===== src/rtl/fp_acc_pkg.sv =====
// fp_acc_pkg: FSM state type and FP32 field constants shared by the accumulator files
package fp_acc_pkg;
  typedef enum logic [2:0] {S_IDLE, S_FIRST, S_NEXT, S_WAIT, S_OUT} fp_acc_state_t;
  localparam int FP_EXP_MSB = 30;
  localparam int FP_EXP_LSB = 23;
  localparam logic [7:0] FP_EXP_MAX = 8'hFF;
  localparam logic [31:0] FP_SAT = 32'h7F7FFFFF;
endpackage


===== src/rtl/fp_accumulator_if.sv =====
// fp_accumulator_if: start/len, term stream, adder operands/result, final-sum stream, busy; slave = accumulator side
interface fp_accumulator_if #(parameter int MAX_TERMS = 16);
  localparam int CNT_W = $clog2(MAX_TERMS + 1);
  logic start;
  logic [CNT_W-1:0] len;
  logic in_valid;
  logic in_ready;
  logic [31:0] in_data;
  logic [31:0] add_a;
  logic [31:0] add_b;
  logic [31:0] add_y;
  logic out_valid;
  logic out_ready;
  logic [31:0] out_data;
  logic out_err;
  logic busy;
  modport slave(input start, len, in_valid, in_data, add_y, out_ready,
                output in_ready, add_a, add_b, out_valid, out_data, out_err, busy);
  modport master(output start, len, in_valid, in_data, add_y, out_ready,
                 input in_ready, add_a, add_b, out_valid, out_data, out_err, busy);
endinterface


===== src/rtl/fp_classify.sv =====
// fp_classify: flags an FP32 word as zero (bits[30:0]==0), negative (sign set) or special (exponent all ones)
module fp_classify
  import fp_acc_pkg::*;
(
  input  logic [31:0] i_word,
  output logic        is_zero,
  output logic        is_neg,
  output logic        is_special
);
  assign is_zero = i_word[30:0] == '0;
  assign is_neg = i_word[31];
  assign is_special = i_word[FP_EXP_MSB:FP_EXP_LSB] == FP_EXP_MAX;
endmodule


===== src/rtl/fp_accumulator.sv =====
// fp_accumulator: sums len FP32 terms via an external adder (ports clk, reset, bus slave); FP_ACC_ERR_CHECK_EN adds term/overflow error checks
module fp_accumulator
  import fp_acc_pkg::*;
#(
  parameter int MAX_TERMS = 16,
  parameter int ADD_WAIT = 1
) (
  input logic clk,
  input logic reset,
  fp_accumulator_if.slave bus
);
  localparam int CNT_W = $clog2(MAX_TERMS + 1);
  fp_acc_state_t r_state;
  logic [31:0] r_acc, r_add_a, r_add_b;
  logic [CNT_W-1:0] r_rem;
  logic [3:0] r_wcnt;
  logic r_err;
  logic w_is_zero, w_is_neg, w_is_special, w_skip, w_bad, w_ovf, w_last;
  logic [CNT_W-1:0] w_len;
  fp_classify u_cls(.i_word(bus.in_data), .is_zero(w_is_zero), .is_neg(w_is_neg), .is_special(w_is_special));
`ifdef FP_ACC_ERR_CHECK_EN
  assign w_bad = w_is_neg | w_is_special;
  assign w_ovf = bus.add_y[FP_EXP_MSB:FP_EXP_LSB] == FP_EXP_MAX;
  assign bus.out_err = r_err;
`else
  logic w_unused;
  assign w_bad = 1'b0;
  assign w_ovf = 1'b0;
  assign bus.out_err = 1'b0;
  assign w_unused = w_is_neg | w_is_special | r_err;
`endif
  assign w_skip = w_is_zero | w_bad;
  assign w_last = r_rem == CNT_W'(1);
  assign w_len = (bus.len > CNT_W'(MAX_TERMS)) ? CNT_W'(MAX_TERMS) : bus.len;
  assign bus.in_ready = (r_state == S_FIRST) || (r_state == S_NEXT);
  assign bus.out_valid = r_state == S_OUT;
  assign bus.busy = r_state != S_IDLE;
  assign bus.out_data = r_acc;
  assign bus.add_a = r_add_a;
  assign bus.add_b = r_add_b;
  always_ff @(posedge clk) begin
    if (reset) begin
      r_state <= S_IDLE;
      r_acc <= '0;
      r_add_a <= '0;
      r_add_b <= '0;
      r_rem <= '0;
      r_wcnt <= '0;
      r_err <= 1'b0;
    end else begin
      case (r_state)
        S_IDLE: if (bus.start) begin
          r_rem <= w_len;
          r_acc <= '0;
          r_err <= 1'b0;
          r_state <= (w_len == '0) ? S_OUT : S_FIRST;
        end
        S_FIRST: if (bus.in_valid) begin
          r_acc <= w_skip ? '0 : bus.in_data;
          r_err <= r_err | w_bad;
          r_rem <= r_rem - 1'b1;
          r_state <= w_last ? S_OUT : S_NEXT;
        end
        S_NEXT: if (bus.in_valid) begin
          r_rem <= r_rem - 1'b1;
          r_err <= r_err | w_bad;
          if (!w_skip && r_acc != '0) begin
            r_add_a <= r_acc;
            r_add_b <= bus.in_data;
            r_wcnt <= 4'(ADD_WAIT - 1);
            r_state <= S_WAIT;
          end else begin
            if (!w_skip) r_acc <= bus.in_data;
            r_state <= w_last ? S_OUT : S_NEXT;
          end
        end
        S_WAIT: if (r_wcnt != 4'd0) r_wcnt <= r_wcnt - 4'd1;
        else begin
          r_acc <= w_ovf ? FP_SAT : bus.add_y;
          r_err <= r_err | w_ovf;
          r_state <= (r_rem == '0) ? S_OUT : S_NEXT;
        end
        S_OUT: if (bus.out_ready) r_state <= S_IDLE;
        default: r_state <= S_IDLE;
      endcase
    end
  end
endmodule

===== src/flat_wrapper.sv =====
// flat-port wrapper written by rule: the top's interface ports become plain ports
module fp_accumulator_flat import fp_acc_pkg::*;
#(
  parameter int MAX_TERMS = 16,
  parameter int ADD_WAIT = 1
)
  (clk, reset, bus_start, bus_len, bus_in_valid, bus_in_data, bus_add_y, bus_out_ready, bus_in_ready, bus_add_a, bus_add_b, bus_out_valid, bus_out_data, bus_out_err, bus_busy);
  fp_accumulator_if #(.MAX_TERMS(MAX_TERMS)) bus_i ();
  input logic clk;
  input logic reset;
  input wire logic [$bits(bus_i.start)-1:0] bus_start;
  input wire logic [$bits(bus_i.len)-1:0] bus_len;
  input wire logic [$bits(bus_i.in_valid)-1:0] bus_in_valid;
  input wire logic [$bits(bus_i.in_data)-1:0] bus_in_data;
  input wire logic [$bits(bus_i.add_y)-1:0] bus_add_y;
  input wire logic [$bits(bus_i.out_ready)-1:0] bus_out_ready;
  output wire logic [$bits(bus_i.in_ready)-1:0] bus_in_ready;
  output wire logic [$bits(bus_i.add_a)-1:0] bus_add_a;
  output wire logic [$bits(bus_i.add_b)-1:0] bus_add_b;
  output wire logic [$bits(bus_i.out_valid)-1:0] bus_out_valid;
  output wire logic [$bits(bus_i.out_data)-1:0] bus_out_data;
  output wire logic [$bits(bus_i.out_err)-1:0] bus_out_err;
  output wire logic [$bits(bus_i.busy)-1:0] bus_busy;
  assign bus_i.start = bus_start;
  assign bus_i.len = bus_len;
  assign bus_i.in_valid = bus_in_valid;
  assign bus_i.in_data = bus_in_data;
  assign bus_i.add_y = bus_add_y;
  assign bus_i.out_ready = bus_out_ready;
  assign bus_in_ready = bus_i.in_ready;
  assign bus_add_a = bus_i.add_a;
  assign bus_add_b = bus_i.add_b;
  assign bus_out_valid = bus_i.out_valid;
  assign bus_out_data = bus_i.out_data;
  assign bus_out_err = bus_i.out_err;
  assign bus_busy = bus_i.busy;
  fp_accumulator #(.MAX_TERMS(MAX_TERMS), .ADD_WAIT(ADD_WAIT)) u_core (.clk(clk), .reset(reset), .bus(bus_i));
endmodule

===== config.mk =====
export PLATFORM = sky130hd
export DESIGN_NAME = fp_accumulator_flat
export DESIGN_NICKNAME = d
export VERILOG_FILES = /design/src/rtl/fp_acc_pkg.sv /design/src/rtl/fp_accumulator_if.sv /design/src/rtl/fp_classify.sv /design/src/rtl/fp_accumulator.sv /design/src/flat_wrapper.sv
export SDC_FILE = /design/constraint.sdc
export NUM_CORES = 1
export LEC_CHECK = 0
export BUFFER_PORTS_ARGS = -buffer_cell sky130_fd_sc_hd__buf_4
export CAP_MARGIN = 10
export CORE_UTILIZATION = 46
export DETAILED_ROUTE_END_ITERATION = 12
export GPL_TIMING_DRIVEN = 0
export HOLD_SLACK_MARGIN = 0.03
export MAX_ROUTING_LAYER = met4
export PLACE_DENSITY = 0.73
export SLEW_MARGIN = 20
export SYNTH_ARGS = -nofsm -noshare
export SYNTH_HDL_FRONTEND = slang
export SYNTH_SLANG_ARGS = --single-unit

===== constraint.sdc =====
create_clock -name clk -period 3.39 [get_ports clk]
set_input_delay 0.678 -clock clk [delete_from_list [all_inputs] [get_ports clk]]
set_output_delay 0.678 -clock clk [all_outputs]
set_load 0.005 [all_outputs]

# After elaboration in Yosys (flattened, before gate mapping)
# Index checks and enable logic that the tools add are counted.
dict set report totals {
  ff_bits 108
  input_bits 74
  out_inout_bits 100
  wordCells 69
}
dict set report op_classes {
  n_addsub 2
  magnitude_cmp 1
  n_eq_ne 15
  muxes 26
  n_reduce_logical 19
}
# operator count
set op_table {}
lappend op_table {{$mux W32} 7}
lappend op_table {{$pmux W32 S4} 1}
lappend op_table {{$reduce_bool A32 Y1} 1}
lappend op_table {{$logic_not A31 Y1} 1}
lappend op_table {{$mux W3} 9}
lappend op_table {{$ne A2 B2 Y1 const B} 8}
lappend op_table {{$mux W5} 3}
lappend op_table {{$pmux W3 S5} 1}
lappend op_table {{$mux W4} 3}
lappend op_table {{$logic_not A5 Y1} 2}
lappend op_table {{$pmux W5 S2} 1}
lappend op_table {{$pmux W4 S2} 1}
lappend op_table {{$reduce_bool A4 Y1} 2}
lappend op_table {{$reduce_and A7 Y1} 1}
lappend op_table {{$eq A3 B2 Y1 const B} 2}
lappend op_table {{$reduce_and A3 Y1} 2}
lappend op_table {{$eq A5 B1 Y1 const B} 1}
lappend op_table {{$gt A5 B5 Y1 const B} 1}
lappend op_table {{$reduce_and A5 Y1} 1}
lappend op_table {{$sub A5 B1 Y5 const B} 1}
lappend op_table {{$ne A2 B1 Y1 const B} 2}
lappend op_table {{$reduce_and A4 Y1} 1}
lappend op_table {{$reduce_bool A2 Y1} 2}
lappend op_table {{$sub A4 B1 Y4 const B} 1}
lappend op_table {{other kinds (8)} 8}

# Depth between registers and ports, before layout
dict set report logic_depth {
  depth_word 6
  mapped_depth 9
  ltp_nobuf 7
}

# Hierarchy
# From an unflattened synthesis, not the netlist that was laid out.
dict set report unflattened {
  cells_unflattened 499
  area_unflattened_um2 4710.8
}
# mod instances cells_per_inst area_each_um2 seq_area_each_um2
set modules_own_cells {}
lappend modules_own_cells {fp_accumulator 1 484 4596.9 2162.1}
lappend modules_own_cells {fp_classify 1 15 113.9 0.0}

# Worst setup path before layout
# Ideal clock, no wire load.
dict set report synth_timing {
  path_type {input port to flip-flop}
  from {input port bus_in_data[8]}
  to {register u_core.r_add_b[12] (netlist: u_core.bus.add_b[12])}
  setup_time_ns 0.128
  t_arrival_ns 1.884
  required_ns 3.262
  path_slack_ns 1.378
  cell_stages 8
  n_path_buf 2
  cell_sequence {nor4_1 nand4_1 nor2_1 nor3_4 buf_6 buf_6 mux2i_1 nor2_1}
}
dict set report synth_via {
  elab_chain_cells 4
}
# element line_no
set synth_lines {}
lappend synth_lines {{start, declared} flat_wrapper.sv:14} ;# input wire logic [$bits(bus_i.in_data)-1:0] bus_in_data;
lappend synth_lines {{$logic_not A31 Y1} fp_classify.sv:10} ;# assign is_zero = i_word[30:0] == '0;
lappend synth_lines {{$logic_not A1 Y1} fp_accumulator.sv:67} ;# if (!w_skip && r_acc != '0) begin
lappend synth_lines {{$logic_and A1 B1 Y1} fp_accumulator.sv:67}
lappend synth_lines {{$reduce_and A3 Y1 (no source line)} --}
lappend synth_lines {{end signal, assigned} fp_accumulator.sv:69} ;# r_add_b <= bus.in_data;
lappend synth_lines {{end, declared} fp_accumulator.sv:14} ;# logic [31:0] r_acc, r_add_a, r_add_b;
# No other way between the ends.
# A chain may end at the register's enable or synchronous reset.

# Worst setup path in the final report
dict set report layout_timing {
  from {register u_core.r_state[1]}
  to {output port bus_out_valid}
}
dict set report layout_via {
  elab_chain_cells 1
}
# element line_no
set layout_lines {}
lappend layout_lines {{start, declared} fp_accumulator.sv:13} ;# fp_acc_state_t r_state;
lappend layout_lines {{start signal, assigned} fp_accumulator.sv:56} ;# r_state <= (w_len == '0) ? S_OUT : S_FIRST;
lappend layout_lines {{start signal, assigned} fp_accumulator.sv:62} ;# r_state <= w_last ? S_OUT : S_NEXT;
lappend layout_lines {{start signal, assigned} fp_accumulator.sv:74} ;# r_state <= w_last ? S_OUT : S_NEXT;
lappend layout_lines {{$eq A3 B3 Y1} fp_accumulator.sv:36} ;# assign bus.out_valid = r_state == S_OUT;
lappend layout_lines {{end, declared} flat_wrapper.sv:20} ;# output wire logic [$bits(bus_i.out_valid)-1:0] bus_out_valid;
# No other way between the ends.

==> results.cfg <==
[outcome]
status = finished clean

[timing]
max-slew-margin-rel_pct = 48.6
hold_viol_final = 0
report.final.setup_viol = 0
period_minus_slack_ns = 2.55
whs_ns = 0.503
worst_pin_slew_ns = 0.771
setup_slack_ns = 0.836
tns_ns = 0
finClkSkew_ns = 0.0114
rsz0062_at_grt = no
timing.fmax_ghz = 0.392
final_max_slew_viol_count = 0
finalCritPeriodShare_pct = 75.3

[synthesis]
syn-cell-area_mm2 = 0.00504
ys_types = 48
synth_seq_cells = 108
synthCells = 506
synth_seq_area_share_pct = 42.9
syn-num-nets = 585
ys_warn_count = 0
synth_top_flop_cell = dfxtp_1
synth.avg_cell_area_um2 = 9.96
async_reset_ff_share_pct = 0
synth_edf_count = 0

[floorplan]
io_pins = 174
num_rows = 37
die_y_um = 107
dieArea_mm2 = 0.0114
start_util_pct = 48.2
die_w_um = 107
core_area_mm2 = 0.0105

[clock_network]
cts_hold_buffers = 0
clk_latency_ns = 0.37
cts_tree = built
cts_inserted_buffers = 9
clock-root-buffer = clkbuf_8
cts.path.max_buffers = 2
clkSinkCount = 108
ctsHtreeMaxLevel = 3
path_clk_slew_ns = 0.10
post_cts_buffers = 0
cts_resized = 0

[cells_and_area]
antenna_cells = 0
mostFrequentLayoutCells = 178 x buf_4, 108 x dfxtp_1, 82 x nor2_1, 67 x mux2i_1
synthToLayoutAreaGrowth_pct = 32.3
nFillCells = 884
finish.utilization_pct = 63.7
final_common_cell = buf_4
final_area_mm2 = 0.00667
layout-drive-gt1-share_pct = 36.4
layout.nets = 767
final_cells = 828

[worst_setup_path]
critPathMostFrequentCell = buf_4
cpMaxStageDelayCell = clkbuf_1
cp-start-kind = flip-flop
max_stage_delay_ns = 0.47
worstPathMaxFanout = 10
path_cells = buf_4, clkbuf_1, nor2_1, and2_1, buf_4
path_class = reg2out
crit_required_ns = 2.71
arrival_ns = 1.88
end_kind = primary output

[route]
routed_wl_mm = 14.3
drc_errors = 0
drt_first_pass_iters = 5
drt-wirelength-per-cell_um = 17.3
vias = 4547
drt-initial-drc-count = 167
routed_via_density = 5.49
antenna_left = 0

[power_and_ir_drop]
p_comb_share_pct = 42.2
peakVddDrop_mv = 0.322
p_sw_share_pct = 38.8
p_leak_nw = 2.65
p_total_mw = 3.95
power_density_mw_per_mm2 = 592
internal-power_mw = 2.42
power.switching_mw = 1.53
clkPwrFrac_pct = 18.2
p_seq_share_pct = 39.5

[place]
dpl-instance-area_mm2 = 0.00649
portBuffers = 171
routabilityCongestion = 0.834
dp_cells = 813
preCtsSetupSlack_ns = 0.672
dpl.hpwl_mm = 11.0

[min_path]
hold_path.class = reg2reg

[global_route]
grt_pass1_vias = 4458
antenna_found_initial = 0
grt_pass1_wl_mm = 22.4
grt_max_degree = 19
overflow = 0
grtUsageTotal_pct = 25.9

[run]
drv_cap = 0
[registers in the layout, indices dropped and copies added, names as in the netlist]
| signal | cells |
|---|---|
| u_core.bus.add_b | 32 |
| u_core.bus.out_data | 32 |
| u_core.bus.add_a | 32 |
| u_core.r_state | 3 |
| u_core.r_rem | 5 |
| u_core.r_wcnt | 4 |
[cells by family after synthesis]
logic type               share of synthesized area [%]
AO/OA/AOI/OAI                                     15.8
XOR/XNOR                                         0.844
adder cells (fa/ha/maj)                           1.24
buffers and inverters                             5.56
flip-flops                                        42.9
multiplexers                                      15.5
other                                           0.0744
AND/OR/NAND/NOR                                   18.1
[worst max-delay path: cells and delay by family, from the launching register on]
| family | cells | cell delay, ns |
|---|---|---|
| buf+inv | 3 | 0.82 |
| flops | 1 | 0.35 |
| simple gates | 2 | 0.34 |
[cells in the mapped netlist, types with 3 or more instances]
cell,number,area [um2]
ha_1,5,62.6
dfxtp_1,108,2160
buf_4,7,52.6
a21oi_1,12,60.1
inv_1,9,33.8
buf_6,7,78.8
a22oi_1,31,233
o31ai_2,29,363
nand2_1,4,15.0
and2_1,4,25.0
nand4_1,3,18.8
nand3b_1,31,233
mux2i_1,67,671
mux2_2,10,113
o31ai_1,3,22.5
nand2b_1,4,25.0
xnor2_1,3,26.3
nor4_1,15,93.8
clkbuf_1,22,82.6
nor2_1,82,308
nor3_1,10,50.1
buf_2,5,25.0
[area by class of cell]
cell class                 count  area, um2  share of cell area [%]
sequential                   108       2160                    32.4
inverter                       9       33.8                   0.507
buffer                        43        246                    3.70
tap                          136        170                    2.55
timing repair buffer         171       1280                    19.2
clock inverter                 6       50.0                   0.750
multi-input combinational    346       2600                    39.0
clock buffer                   9        124                    1.86
[power groups by stage]
| stage | clock network, mW | registers (mW) | logic, mW |
|---|---|---|---|
| 2_1_floorplan | 0 | 1.56 | 1.10 |
| 3_3_place_gp | 0 | 1.58 | 1.63 |
| 3_5_place_dp | 0 | 1.59 | 1.66 |
| 4_1_cts | 0.736 | 1.56 | 1.67 |
| 5_1_grt | 0.786 | 1.59 | 1.81 |
| 6_report | 0.720 | 1.56 | 1.67 |
[final timing paths]
check             slack [ns]  cells after the start                       to           startpoint
hold / removal          0.50                      2      u_core.bus.add_a[4]  u_core.bus.add_a[4]
setup reg to reg        1.09                      9  u_core.bus.out_data[13]     u_core.r_wcnt[0]
hold reg to reg         0.50                      2      u_core.bus.add_a[4]  u_core.bus.add_a[4]
setup / recovery        0.84                      5            bus_out_valid    u_core.r_state[1]
[routing by layer]
| metal | vias to the layer above | part of all wire [%] | global-route usage, % |
|---|---|---|---|
| met5 | - | 0 | - |
| met4 | 0 | 1.6 | 7.05 |
| met3 | 20 | 6.8 | 5.59 |
| met2 | 162 | 47 | 42.0 |
| met1 | 2163 | 45 | 32.7 |
| li1 | 2202 | - | - |
No activity file was read; power rests on OpenSTA's default activity.
